### src/rtl/muldiv_pkg.sv
// Shared definitions for the HI/LO multiply/divide sequencer.
//   MULDIV_WIDTH : default operand / HI / LO width
//   OP_*         : ex_op encodings for MULT, MULTU, DIV, DIVU
//   state_t      : sequencer states IDLE, RUN, FIXUP
package muldiv_pkg;

  localparam int unsigned MULDIV_WIDTH = 32;

  localparam logic [1:0] OP_MULT  = 2'b00;
  localparam logic [1:0] OP_MULTU = 2'b01;
  localparam logic [1:0] OP_DIV   = 2'b10;
  localparam logic [1:0] OP_DIVU  = 2'b11;

  // Explicit encodings keep the state register values stable for existing
  // debug scripts that decode the raw bits.
  typedef enum logic [1:0] {
    IDLE  = 2'd0,
    RUN   = 2'd1,
    FIXUP = 2'd2
  } state_t;

endpackage

### src/rtl/muldiv_step.sv
// One combinational iteration of the multiply/divide datapath.
//   is_div  : 1 = restoring trial-subtract-shift, 0 = add-shift multiply
//   hi_in   : accumulator (multiply) or partial remainder (divide)
//   lo_in   : multiplier being consumed (multiply) or dividend/quotient (divide)
//   operand : multiplicand (multiply) or divisor (divide)
//   hi_out, lo_out : updated register pair after this iteration
module muldiv_step
  import muldiv_pkg::*;
#(
  parameter int unsigned WIDTH = MULDIV_WIDTH
) (
  input  logic             is_div,
  input  logic [WIDTH-1:0] hi_in,
  input  logic [WIDTH-1:0] lo_in,
  input  logic [WIDTH-1:0] operand,
  output logic [WIDTH-1:0] hi_out,
  output logic [WIDTH-1:0] lo_out
);

  logic [WIDTH:0]   sum;
  logic [WIDTH:0]   shifted;
  logic [WIDTH-1:0] diff;
  logic             fits;

  always_comb begin
    // Multiply: conditional add keeps its carry, which becomes the new MSB
    // when {carry, acc, multiplier} shifts right by one.
    sum = {1'b0, hi_in} + (lo_in[0] ? {1'b0, operand} : '0);

    // Divide: the remainder can exceed WIDTH bits for one cycle after the
    // shift, so compare at WIDTH+1 bits; the difference itself always fits.
    shifted = {hi_in, lo_in[WIDTH-1]};
    fits    = (shifted >= {1'b0, operand});
    diff    = shifted[WIDTH-1:0] - operand;

    if (is_div) begin
      hi_out = fits ? diff : shifted[WIDTH-1:0];
      lo_out = {lo_in[WIDTH-2:0], fits};
    end else begin
      {hi_out, lo_out} = {sum, lo_in[WIDTH-1:1]};
    end
  end

endmodule

### src/rtl/muldiv_ctrl.sv
// Iterative multiply/divide sequencer owning the HI/LO registers.
//   clk, rst_n     : core clock, synchronous active-low reset
//   ex_start/ex_op : start MULT/MULTU/DIV/DIVU with operands ex_rs, ex_rt
//   ex_mthi/mtlo   : direct HI/LO write from ex_wdata while idle
//   id_hilo_use    : ID holds a HI/LO-touching instruction
//   stall          : freeze PC and IF/ID, bubble ID/EX
//   busy           : operation in flight (registered)
//   done           : one-cycle pulse after HI/LO updated by an operation
//   hi, lo         : HI/LO registers
module muldiv_ctrl
  import muldiv_pkg::*;
#(
  parameter int unsigned WIDTH = MULDIV_WIDTH
) (
  input  logic             clk,
  input  logic             rst_n,
  input  logic             ex_start,
  input  logic [1:0]       ex_op,
  input  logic [WIDTH-1:0] ex_rs,
  input  logic [WIDTH-1:0] ex_rt,
  input  logic             ex_mthi,
  input  logic             ex_mtlo,
  input  logic [WIDTH-1:0] ex_wdata,
  input  logic             id_hilo_use,
  output logic             stall,
  output logic             busy,
  output logic             done,
  output logic [WIDTH-1:0] hi,
  output logic [WIDTH-1:0] lo
);

  localparam int unsigned    CW   = $clog2(WIDTH);
  localparam logic [CW-1:0]  LAST = CW'(WIDTH - 1);

  state_t           state;
  logic [CW-1:0]    count;
  logic [1:0]       op_q;
  logic [WIDTH-1:0] acc_hi;
  logic [WIDTH-1:0] acc_lo;
  logic [WIDTH-1:0] operand;
  logic             neg_main;
  logic             neg_rem;
  logic             div_zero;

  logic             start_signed;
  logic             start_div;
  logic [WIDTH-1:0] rs_abs;
  logic [WIDTH-1:0] rt_abs;
  logic             is_div;
  logic [WIDTH-1:0] step_hi;
  logic [WIDTH-1:0] step_lo;
  logic [2*WIDTH-1:0] prod_fix;
  logic [WIDTH-1:0] quo_fix;
  logic [WIDTH-1:0] rem_fix;

  always_comb begin
    start_signed = (ex_op == OP_MULT) || (ex_op == OP_DIV);
    start_div    = (ex_op == OP_DIV)  || (ex_op == OP_DIVU);
    // Negating the most negative value yields itself, which read as unsigned
    // is exactly its magnitude.
    rs_abs = (start_signed && ex_rs[WIDTH-1]) ? -ex_rs : ex_rs;
    rt_abs = (start_signed && ex_rt[WIDTH-1]) ? -ex_rt : ex_rt;
    is_div = (op_q == OP_DIV) || (op_q == OP_DIVU);

    prod_fix = neg_main ? -{acc_hi, acc_lo} : {acc_hi, acc_lo};
    // Restoring division by zero naturally leaves the dividend magnitude as
    // the remainder, so only the quotient needs forcing.
    quo_fix  = div_zero ? '1 : (neg_main ? -acc_lo : acc_lo);
    rem_fix  = neg_rem ? -acc_hi : acc_hi;
  end

  assign stall = id_hilo_use & (busy | ex_start);

  muldiv_step #(
    .WIDTH (WIDTH)
  ) u_step (
    .is_div  (is_div),
    .hi_in   (acc_hi),
    .lo_in   (acc_lo),
    .operand (operand),
    .hi_out  (step_hi),
    .lo_out  (step_lo)
  );

  always_ff @(posedge clk) begin
    if (!rst_n) begin
      state    <= IDLE;
      count    <= '0;
      op_q     <= OP_MULT;
      acc_hi   <= '0;
      acc_lo   <= '0;
      operand  <= '0;
      neg_main <= 1'b0;
      neg_rem  <= 1'b0;
      div_zero <= 1'b0;
      busy     <= 1'b0;
      done     <= 1'b0;
      hi       <= '0;
      lo       <= '0;
    end else begin
      done <= 1'b0;
      case (state)
        IDLE: begin
          if (ex_start) begin
            state    <= RUN;
            busy     <= 1'b1;
            count    <= '0;
            op_q     <= ex_op;
            acc_hi   <= '0;
            acc_lo   <= start_div ? rs_abs : rt_abs;
            operand  <= start_div ? rt_abs : rs_abs;
            neg_main <= start_signed & (ex_rs[WIDTH-1] ^ ex_rt[WIDTH-1]);
            neg_rem  <= start_signed & ex_rs[WIDTH-1];
            div_zero <= start_div & (ex_rt == '0);
          end else begin
            if (ex_mthi) hi <= ex_wdata;
            if (ex_mtlo) lo <= ex_wdata;
          end
        end
        RUN: begin
          acc_hi <= step_hi;
          acc_lo <= step_lo;
          count  <= count + 1'b1;
          if (count == LAST) state <= FIXUP;
        end
        FIXUP: begin
          if (is_div) begin
            hi <= rem_fix;
            lo <= quo_fix;
          end else begin
            {hi, lo} <= prod_fix;
          end
          state <= IDLE;
          busy  <= 1'b0;
          done  <= 1'b1;
        end
        default: begin
          state <= IDLE;
          busy  <= 1'b0;
        end
      endcase
    end
  end

endmodule
### config.mk
export PLATFORM = sky130hd
export DESIGN_NAME = muldiv_ctrl
export DESIGN_NICKNAME = d
export VERILOG_FILES = /design/src/rtl/muldiv_pkg.sv /design/src/rtl/muldiv_step.sv /design/src/rtl/muldiv_ctrl.sv
export SDC_FILE = /design/constraint.sdc
export NUM_CORES = 1
export LEC_CHECK = 0
export BUFFER_PORTS_ARGS = -buffer_cell sky130_fd_sc_hd__buf_2
export CAP_MARGIN = 20
export CORE_MARGIN = 1.5
export CORE_UTILIZATION = 50
export CTS_CLUSTER_DIAMETER = 100
export DETAILED_ROUTE_END_ITERATION = 10
export PLACE_DENSITY_LB_ADDON = 0.05
export RECOVER_POWER = 50
export SLEW_MARGIN = 20
export SYNTH_ARGS = -nofsm -noshare
export SYNTH_HDL_FRONTEND = slang
export SYNTH_SLANG_ARGS = --single-unit
export TNS_END_PERCENT = 5
### constraint.sdc
create_clock -name clk -period 5.6 [get_ports clk]
set_clock_uncertainty 0.2 [all_clocks]
set_input_delay 1.12 -clock clk [delete_from_list [all_inputs] [get_ports clk]]
set_output_delay 1.12 -clock clk [all_outputs]
set_load 0.05 [all_outputs]
# == Word-level counts from Yosys, hierarchy flattened ==
# Cells that the tools add are included.
# Widths: inputs -> output; s select.
# totals
input_bits,104
out_inout_bits,67
word_cells,89
reg_bits,174
# op_classes
reduce_logical,16
magnitude_cmp,1
bitwise,7
n_eq_ne,12
add_sub_neg,8
muxes,32
# ops
op,count
$mux 32,19
$pmux 32 s2,4
$neg 32->32,4
$mux 64,1
$neg 64->64,1
$add 32x33->33,1
$ge 33x32->1,1
$logic_not 32->1,1
$sub 32x32->32,1
$eq 2x2->1 const B,5
$ne 2x2->1 const B,5
$pmux 5 s2,1
$reduce_and 2->1,4
$reduce_and 3->1,2
$add 5x1->5 const B,1
$eq 5x5->1 const B,1
$mux 5,1
$and 1x1->1,4
$logic_not 2->1,2
$mux 2,2
$pmux 2 s2,1
$reduce_bool 2->1,2
$logic_or 1x1->1,3
$eq 2x1->1 const B,1
6 further kinds,8

# == Logic depth before layout (Yosys ltp) ==
# Gate-level depths: netlist of the first run.
# logic_depth
word_depth,7
ltp_mapped,15
mapped_depth_nobuf,13

# == Hierarchy ==
# From an unflattened synthesis of the first run, not the netlist that was laid out.
# hier_totals
hier_cells,1951
hier_area_um2,14849.2
# by_module_without_submodules
module,seq_area_each_um2,cells_each,instances,area_per_inst_um2
muldiv_ctrl,3463.3,1246,1,9982.1
muldiv_step,0.0,705,1,4867.2

# == Least setup slack after synthesis of the first run ==
# OpenSTA, ideal clock, no wires.
# synth_timing
kind,input to register
from,in ex_rs[1]
to,reg acc_lo[24]
path_slack_ns,1.847
setup_ns,0.122
cell_stages,11
n_path_buf,0
required_time_ns,5.278
arrival_time_ns,3.431
path_cell_list,inv_1 -> ha_1 -> or3b_2 -> nor4_1 -> nand2_1 -> nor3_1 -> inv_1 -> o21ai_0 -> xor2_1 -> a211oi_1 -> a221o_1
# synth_via
elab_chain_cells,5
# synth_lines
element,line,rtl
from (decl),muldiv_ctrl.sv:19,"input logic [WIDTH-1:0] ex_rs,"
$neg 32->32,muldiv_ctrl.sv:61,rs_abs = (start_signed && ex_rs[WIDTH-1]) ? -ex_rs : ex_rs;
$mux 32,muldiv_ctrl.sv:61,
$mux 32,muldiv_ctrl.sv:110,acc_lo <= start_div ? rs_abs : rt_abs;
$mux 32,muldiv_ctrl.sv:104,if (ex_start) begin
$pmux 32 s2,muldiv_ctrl.sv:102,case (state)
to (signal assigned),muldiv_ctrl.sv:110,
to (signal assigned),muldiv_ctrl.sv:122,acc_lo <= step_lo;
to (decl),muldiv_ctrl.sv:39,logic [WIDTH-1:0] acc_lo;
# Every way passes these cells. The select of a mux whose other input is x is not followed.
# A chain may end at the register's enable or synchronous reset.

==> run metrics, run 1 <==
Fin Hold WS=roughly 250 ps; number of global-route vias before repair=~14000; failing checks=capacitance limit, slew limit; ANT nets after route=0; Non-Filler Instances=between 2000 and 2500; Vias=roughly 15000; CP endpoint kind=flop; routed wire length per instance=roughly 21 um; H-tree levels=4; Final period util=around 85%; I/O pins=171; first-pass GRT wire length=79.47 mm; placeable core region=roughly 29000 um^2; simple-gate share of the synthesized area=approximately a fifth; Yosys warning total=0; post-cts hold buffer count=0; Critical Path Source Type=primary input; global route total overflow=0; # DRC=0; Int Power=between 2 and 2.5 mW; Slew @ Worst Pin=2578 ps; Die Span X=173.9 um; Post-Synthesis Cells=1984; Comb pwr share=30.6%; Detailed Route WL=between 50 and 60 mm; largest family of logic cells by synthesized area=compound AO/OA/AOI/OAI gates; DRT iter0 DRCs=about 1500; fmax=209.3 MHz; mux cell area share after synthesis=5.089%; clock tree buffer depth=2; routability congestion estimate=1.005; Area Overhead vs Synth=10.20%; synth top area cells=dfxtp_1, a21oi_1, ha_1; Avg Cell Area, Syn=7.362 um^2; Total GRT Usage=33.69%; Net Sw Power=1.468 mW; Hold Vio Cnt, Final=0; min Tclk post-route=roughly 4800 ps; Worst Path Max Fanout=between 40 and 50; CTS root buffer=clkbuf_16; sw frac=38.83%; Reg clk slew, reported paths=80 ps; Pre-antenna DRT Iters=5; slowest stage cell, crit path=clkbuf_1; Max Slew Vio Count=47; CP top delay family=buffers and inverters; Yosys reg bits=between 150 and 200; Primary FF master, synth=dfxtp_1; proportion of power drawn by the clock network=between 30% and 40%; Power Dens Cells=234.8 nW/um^2; xor/xnor share of the synthesized area=around a tenth; hold crit path type=flop to flop; antenna cells=0; setup TNS=0 ps; VDD IR-drop max=~0.21 mV; # rows=62; die extent in y=approximately 170 um; Most common cell on crit path=clkbuf_1; crit-path cells=clkbuf_1 > clkinvlp_2 > clkbuf_1 > nor2_2 > buf_4 > nand2_1 > o21ai_0 > a311o_1; worst skew pair latency=approximately 450 ps; distinct cell type count of the synthesized netlist=84; design area=approximately 16000 um^2; Starting Density=50.88%; Vias/cell=6.229; register area share after synthesis=a little under a quarter; Worst EP arrival=between 4000 and 5000 ps; post-synth net total=2160; largest net degree at the start of global routing=81; Lkg Pwr=between 6 and 7 nW; share of post-route cells with drive strength above 1=a little over a tenth; status=finished, violations left; RSZ-0062 raised after global routing=no; Nets=~2200; crit path kind=primary input to flop; CTS tree=built; Synth area leader=dfxtp_1; Max Cap Violations=1; Adder-Cell Fraction of Synth Area=6.271%; fill count=between 2000 and 3000; post-synthesis async set-or-reset flop share=0%; share of the synthesized area in the top cell type=23.71%; Final setup viols=0; Final HPWL DP=approximately 40 mm; required time worst endpoint=~5700 ps; worst path buffer plus inverter count=4; Seq pwr share=between 30 and 40%; compound-gate portion of the synthesized area=around 29%; Slew headroom=-71.85%; Largest stage delay, worst path=1850 ps; Post-synth EDFFs=0; post-CTS resize count=0; total die area=about 30000 um^2; antenna violations before repair=1; DP Area=~16000 um^2; Clock Sinks=173; total CTS buffers=17; cell count after placement=about 2400; Mapped Area=14610 um^2; Setup Fix Bufs, Post-CTS=0; PortBufs=170
==> state kept, by name (all words and copies together), names as in the netlist <==
register  count
neg_rem       1
state         2
busy          1
lo           32
div_zero      1
hi           32
count         5
acc_hi       32
done          1
acc_lo       32
neg_main      1
operand      32
op_q          1
==> area by class of cell <==
| type | instances | area, um^2 | area share (%) |
|---|---|---|---|
| flip-flops and latches | 173 | 3465 | 21.53 |
| repair buffers | 198 | 987.2 | 6.133 |
| clock buffers | 18 | 439.2 | 2.729 |
| inverters | 73 | 275.3 | 1.710 |
| well taps | 384 | 480.5 | 2.985 |
| multi-input cells | 1607 | 10300 | 64.00 |
| clock inverters | 14 | 147.6 | 0.9173 |
==> power groups by stage <==
stage | logic, mW | registers, mW | clock network [mW]
2_1_floorplan | 0.761 | 1.45 | 0
4_1_cts | 1.14 | 1.40 | 1.23
3_3_place_gp | 1.13 | 1.42 | 0
6_report | 1.16 | 1.40 | 1.22
5_1_grt | 1.25 | 1.41 | 1.28
3_5_place_dp | 1.14 | 1.43 | 0
==> layout by cell type (no fill, tap or decap), types with 46 or more instances in the layout <==
cell type,count
xnor2_1,91
nor2_1,205
a211oi_1,63
mux2i_1,54
a21oi_1,219
xor2_1,74
nor3_1,46
ha_1,70
o21ai_0,133
inv_1,72
dfxtp_1,172
buf_2,101
nand2_1,194
clkbuf_1,71
==> through the flow <==
| stage | power [mW] | utilization, % | setup WS, ps |
|---|---|---|---|
| floorplan | 2.214 | - | 1847 |
| global placement | 2.552 | 54.27 | 1374 |
| detailed placement | 2.562 | 54.27 | 1272 |
| CTS | 3.769 | 56.32 | 1332 |
| global route | 3.938 | 56.08 | 675.6 |
| finish | 3.779 | 56.08 | 822.8 |
==> synthesized netlist by cell type (8+ instances only) <==
cell      count
nor2b_1      19
o21a_1       16
a31oi_1      15
o31ai_1      24
a211oi_1     63
xnor2_1      91
or4_1         8
o21ai_0     133
nor2_1      207
mux2i_1      54
nand3_1      36
o211ai_1     28
o41ai_1      11
a21o_1       16
inv_1        72
a21oi_1     219
dfxtp_1     173
clkbuf_1    105
nand2_1     195
nand4_1      15
nor3_1       46
a22oi_1      16
ha_1         70
a311oi_1      9
and2_1       10
or3_1        19
xor2_1       74
a221oi_1      9
nand2b_1     20
nor4_1       15
and3_1       13
buf_1        15
o21bai_1     13
mux2_2       18
o221ai_1     37
==> path summary, 6_finish.rpt <==
check | startpoint | end | slack, ps | cells after the start
setup / recovery | rst_n | acc_hi[26] | 820 | 8
hold reg to reg | lo[17] | lo[17] | 250 | 2
setup reg to reg | acc_lo[0] | hi[26] | 1240 | 11
hold / removal | lo[17] | lo[17] | 250 | 2
==> tightest hold or removal path, cell delays in order, from the launching register on <==
cell	delay, ps
dfxtp_1	310
nand2_1	50
a21oi_1	50
==> per-layer routing <==
| layer | vias up | track usage [%] | part of all wire [%] |
|---|---|---|---|
| met4 | 4 | 13.94 | 3.7 |
| met2 | 680 | 50.85 | 43 |
| met5 | - | 0 | 0.16 |
| li1 | 7392 | - | - |
| met1 | 7214 | 48.14 | 46 |
| met3 | 77 | 4.440 | 7.9 |
==> kinds of logic (layout without fill, tap and decap cells) <==
kind of cell / after synthesis / after routing
AOI/OAI and AO/OA: 661 / 661
xor gates and xnor gates: 165 / 165
adders and majority gates: 72 / 72
DFF: 173 / 173
buffers and inverters: 204 / 303
muxes: 72 / 72
and+or+nand+nor: 637 / 637
No activity file was read; power rests on OpenSTA's default activity.
==> run 2, diff against run 1 <==
--- a/config.mk
+++ b/config.mk
@@ -7,8 +7,10 @@
 export LEC_CHECK = 0
 export BUFFER_PORTS_ARGS = -buffer_cell sky130_fd_sc_hd__buf_2
 export CAP_MARGIN = 20
+export CELL_PAD_IN_SITES_DETAIL_PLACEMENT = 1
+export CELL_PAD_IN_SITES_GLOBAL_PLACEMENT = 1
 export CORE_MARGIN = 1.5
-export CORE_UTILIZATION = 50
+export CORE_UTILIZATION = 30
 export CTS_CLUSTER_DIAMETER = 100
 export DETAILED_ROUTE_END_ITERATION = 10
 export PLACE_DENSITY_LB_ADDON = 0.05
==> run 2 against run 1 <==
Against the previous run: the run still ends with capacitance limit, slew limit left; critical path depth shrank 3; via count down 0.57%; cell area is 1.9% higher; clock-buffer cell count is 4 higher; fmax increased by 3.7%; setup slack improved by 170 ps; total power rose by 2.1%; largest cell class unchanged.
==> run metrics, run 2 (synthesis gave the netlist of run 1 again) <==
commonest non-fill, non-tap cell in the layout=a21oi_1; Detailed Route WL=65.22 mm (+24%); total die area=50020 um^2 (+65%); Die Span X=223.6 um (+29%); CTS root buffer=clkbuf_16; Lkg Pwr=6.363 nW (+0.49%); clock tree buffer depth=2 (unchanged); worst skew pair latency=500 ps (+50 ps); H-tree levels=4 (unchanged); Final period util=82.26% (-3.0 points); hold crit path type=flop to flop; Seq. cell area=3465 um^2 (unchanged); PortBufs=170 (unchanged); largest net degree at the start of global routing=108 (+33%); reg-to-reg endpoint=hi[14]; Vias=15280 (-0.57%); Max Slew Vio Count=151 (+220%); DRT iter0 DRCs=956 (-35%); hold path depth=2 (unchanged); Hold Vio Cnt, Final=0 (unchanged); Setup Fix Bufs, Post-CTS=0 (unchanged); Starting Density=30.53% (-20 points); number of global-route vias before repair=14930 (+9.9%); die extent in y=223.6 um (+29%); placeable core region=47850 um^2 (+67%); post-cts hold buffer count=0 (unchanged); design area=16400 um^2 (+1.9%); Slew @ Worst Pin=2662 ps (+84.33 ps); Hold EP=lo[14]; Total GRT Usage=25.77% (-7.9 points); Pre-antenna DRT Iters=5 (unchanged); fill count=5930 (+110%); routability congestion estimate=0.9150 (-9.0%); Worst EP arrival=4850 ps (-60 ps); Worst Path Max Fanout=42 (-8.7%); Max Cap Violations=2 (+1); crit path kind=primary input to flop; CP endpoint kind=flop; share of post-route cells with drive strength above 1=10.78% (+0.26 points); Hold Startpoint=lo[14]; ANT nets after route=0 (unchanged); antenna cells=0 (unchanged); reg2reg start=acc_lo[14]; Area Overhead vs Synth=12.30%; RSZ-0062 raised after global routing=no; Clock Sinks=173 (unchanged); required time worst endpoint=5840 ps (+100 ps); fmax=217.1 MHz (+3.7%); Power Dens Cells=235.3 nW/um^2 (+0.20%); # DRC=0 (unchanged); DP Area=15930 um^2 (+2.3%); Reg2Reg Setup Slack=1470 ps (+230 ps); CTS tree=built; Critical Path Source Type=primary input; worst r2r path cells=10 (-1); Vias/cell=5.653 (-9.2%); setup TNS=0 ps (unchanged); VDD IR-drop max=0.2722 mV (+27%); total CTS buffers=17 (unchanged); Final HPWL DP=51.20 mm (+27%); antenna violations before repair=1 (unchanged); area occupied by multi-input gates=10300 um^2 (about the same); failing checks=capacitance limit, slew limit; post-CTS resize count=0 (unchanged); # rows=80 (+29%); Slew headroom=-77.47% (-5.6 points); global route total overflow=0 (unchanged); status=finished, violations left; min Tclk post-route=4606 ps (-170.7 ps); Final setup viols=0 (unchanged); routed wire length per instance=24.13 um (+13%); Nets=2252 (+0.27%); most frequent cells in the layout=a21oi_1, nor2_1, nand2_1, dfxtp_1, o21ai_0; I/O pins=171 (unchanged); Reg clk slew, reported paths=70 ps (about the same); first-pass GRT wire length=96.58 mm (+22%)
-- run 2: changes by cell type in the layout (fill, tap and decap cells not counted), moves of 2 or more --
cell	previous run	this run
buf_4	25	32
clkinvlp_4	4	2
inv_8	6	1
inv_6	0	4
clkinv_8	2	0
clkbuf_8	1	3
-- run 2: layout make-up --
type,instances,share of cell area (%)
clock buffers,22,2.891
clock inverters,9,0.6103
inverters,73,1.678
multi-input cells,1607,62.82
flip-flops and latches,173,21.12
well taps,615,4.691
repair buffers,204,6.187
-- run 2: metrics by stage --
stage                     instances  total power, mW  utilization [%]  setup slack, ps  hold WS [ps]
final                          2703            3.859            34.28            993.5         251.3
after global routing           2703            4.047            34.28            766.0         262.1
after CTS                      2703            3.902            34.50             1470         254.2
after detailed placement       2672            2.650            33.30             1204         243.3
after global placement         2672            2.638            33.30             1333         237.6
after floorplan                1984            2.214                -             1847         231.9
-- run 2: power breakdown --
part	total (mW)	internal (mW)	switching [mW]
clock	1.24	0.653	0.584
combinational	1.22	0.406	0.815
sequential	1.40	1.30	0.0984
-- run 2: worst max-delay path by stage --
stage               cells past startpoint    endpoint  startpoint  slack (ps)
floorplan                              11  acc_lo[24]    ex_rs[1]        1850
global placement                       12  acc_lo[24]    ex_rs[0]        1330
detailed placement                     12  acc_lo[24]    ex_rs[0]        1200
CTS                                    10      hi[14]  acc_lo[15]        1470
global route                            5  acc_lo[24]       rst_n         770
finish                                  5  acc_lo[24]       rst_n         990
-- run 2: worst max-delay path, stage by stage --
cell	delay (ps)
clkbuf_1	320
clkbuf_1	1820
nand2_1	910
a211oi_1	480
a221o_1	160
-- run 2: layer usage --
| metal | global-route usage (%) | wire (um) | vias to the layer above |
|---|---|---|---|
| li1 | - | - | 7387 |
| met1 | 35.72 | 32050 | 7533 |
| met2 | 41.06 | 29160 | 311 |
| met3 | 3.279 | 2321 | 49 |
| met4 | 8.849 | 1695 | 0 |
| met5 | 0 | 0 | - |
==> run 3, diff against run 2 <==
==> constraint.sdc (replaced) <==
create_clock -name clk -period 3.76 [get_ports clk]
set_clock_uncertainty 0.2 [all_clocks]
set_input_delay 0.752 -clock clk [delete_from_list [all_inputs] [get_ports clk]]
set_output_delay 0.752 -clock clk [all_outputs]
set_load 0.05 [all_outputs]
==> run 3 against run 2 <==
Against the previous run: die area did not move; non-clock buffer count grew 121; cell area up 5.9%; routed wire length is 2.1% higher; clock power rose by 59%; sequential power increased by 45%; the run still ends with capacitance limit, slew limit left; sequential share of layout area down 1.2 points; critical endpoint is now hi[26]; core utilization grew 2.0 points; global-route usage increased by 0.71 points; setup slack worse by 890 ps; combinational power up 61%.
==> run metrics, run 3 (synthesis gave the netlist of run 1 again) <==
hold crit path type=flop to flop; Fin Hold WS=252.2 ps (+0.9570 ps); first-pass GRT wire length=99.53 mm (+3.1%); Die Span X=223.6 um (unchanged); WP depth=10 (+5); pre-CTS setup slack=-144.7 ps (-1349 ps); Vias=15760 (+3.1%); CP endpoint kind=flop; clock tree buffer depth=2 (unchanged); Largest stage delay, worst path=560 ps (-1260 ps); Lkg Pwr=7.005 nW (+10%); Nets=2373 (+5.4%); Final HPWL DP=53.68 mm (+4.8%); # rows=80 (unchanged); required time worst endpoint=3970 ps (-1870 ps); I/O pins=171 (unchanged); Starting Density=30.53% (unchanged); total CTS buffers=17 (unchanged); PortBufs=170 (unchanged); routability congestion estimate=0.8893 (-2.8%); number of global-route vias before repair=15640 (+4.8%); Reg clk slew, reported paths=80 ps (about the same); final core occ=36.32% (+2.0 points); H-tree levels=4 (unchanged); Slew headroom=-8.246% (+69 points); largest net degree at the start of global routing=73 (-32%); min Tclk post-route=about 3700 ps; Final setup viols=0 (unchanged); DRT iter0 DRCs=1050 (+9.8%); Clock Sinks=173 (unchanged); Total GRT Usage=26.48% (+0.71 points); design area=17380 um^2 (+5.9%); Worst Path Max Fanout=8 (-81%); worst skew pair latency=500 ps (about the same); # DRC=0 (unchanged); slowest stage cell, crit path=or4_4; crit path kind=flop to flop; CTS tree=built; Detailed Route WL=66.56 mm (+2.1%); worst path buffer plus inverter count=1 (-1); Area Overhead vs Synth=18.98%; Worst EP arrival=3860 ps (-990 ps); die extent in y=223.6 um (unchanged); total die area=50020 um^2 (unchanged); most frequent cells in the layout=a21oi_1, nor2_1, nand2_1, dfxtp_1, buf_4; CP top delay family=simple AND/OR/NAND/NOR gates; Final WS setup=108.0 ps (-885.5 ps); DP Area=16840 um^2 (+5.7%); share of post-route cells with drive strength above 1=15.62% (+4.8 points); Pre-antenna DRT Iters=5 (unchanged); ANT nets after route=0 (unchanged); Vias/cell=5.579 (-1.3%); Final period util=97.13%; CTS root buffer=clkbuf_16; worst r2r path cells=10 (unchanged); antenna violations before repair=2 (+1); crit-path cells=or4_4 > or4_4 > nor4_1 > nor4b_1 > buf_4 > nor2_1 > o41ai_1 > xnor2_1 > nor2_1 > a211oi_1; fmax=between 200 and 300 MHz; placeable core region=47850 um^2 (unchanged); global route total overflow=0 (unchanged); Max Cap Violations=1 (-1); routed wire length per instance=23.56 um (-2.3%); Critical Path Source Type=flop; Power Dens Cells=343.4 nW/um^2 (+46%); Pwr Total=5.968 mW (+55%); failing checks=capacitance limit, slew limit; post-cts hold buffer count=0 (unchanged); Max Slew Vio Count=34 (-77%); cell count after placement=2792 (+4.5%); commonest non-fill, non-tap cell in the layout=a21oi_1; status=finished, violations left; setup TNS=0 ps (unchanged); RSZ-0062 raised after global routing=yes; Slew @ Worst Pin=1624 ps (-1038 ps); Non-Filler Instances=2825 (+4.5%); VDD IR-drop max=0.3673 mV (+35%); hold path depth=2 (unchanged); Hold Vio Cnt, Final=0 (unchanged)
-- run 3: final timing paths --
path / startpoint / to / slack (ps)
worst max-delay path: acc_lo[15] / hi[26] / 110
worst min-delay path: lo[6] / lo[6] / 250
worst max register to register: acc_lo[15] / hi[26] / 110
worst min register to register: lo[6] / lo[6] / 250
-- run 3: layer usage --
metal  routed length, um  track usage [%]  vias up
li1                    -                -     7639
met1               32770            36.80     7752
met2               29300            41.13      297
met3                2129            3.555       73
met4                2370            10.81        0
met5                   0                0        -
-- run 3: worst register-to-register path: stages (launching register included) --
cell      delay, ps
dfxtp_1         330
or4_4           560
or4_4           470
nor4_1          370
nor4b_1         280
buf_4           200
nor2_1          150
o41ai_1         520
xnor2_1         210
nor2_1           70
a211oi_1        200
-- run 3: final cells by class --
type	count	area (um^2)
Inverter	73	275.3
Antenna cell	1	2.502
Multi-Input combinational cell	1607	10320
Sequential cell	173	3465
Clock buffer	17	425.4
Clock inverter	14	181.4
Tap cell	615	769.5
Timing Repair Buffer	325	1937
Fill cell	5940	30470
-- run 3: timing repair --
action / 4_1_cts / 5_1_grt
pin swaps: 0 / 1
setup endpoints to repair: 1 / 14
setup buffers: 0 / 1
gates resized for setup: 1 / 7
-- run 3: power breakdown --
group | switching (mW) | leakage, nW | internal (mW)
registers | 0.0920 | 1.41 | 1.94
clock network | 0.915 | 0.300 | 1.06
logic | 1.29 | 5.29 | 0.677
total | 2.30 | 7.00 | 3.67
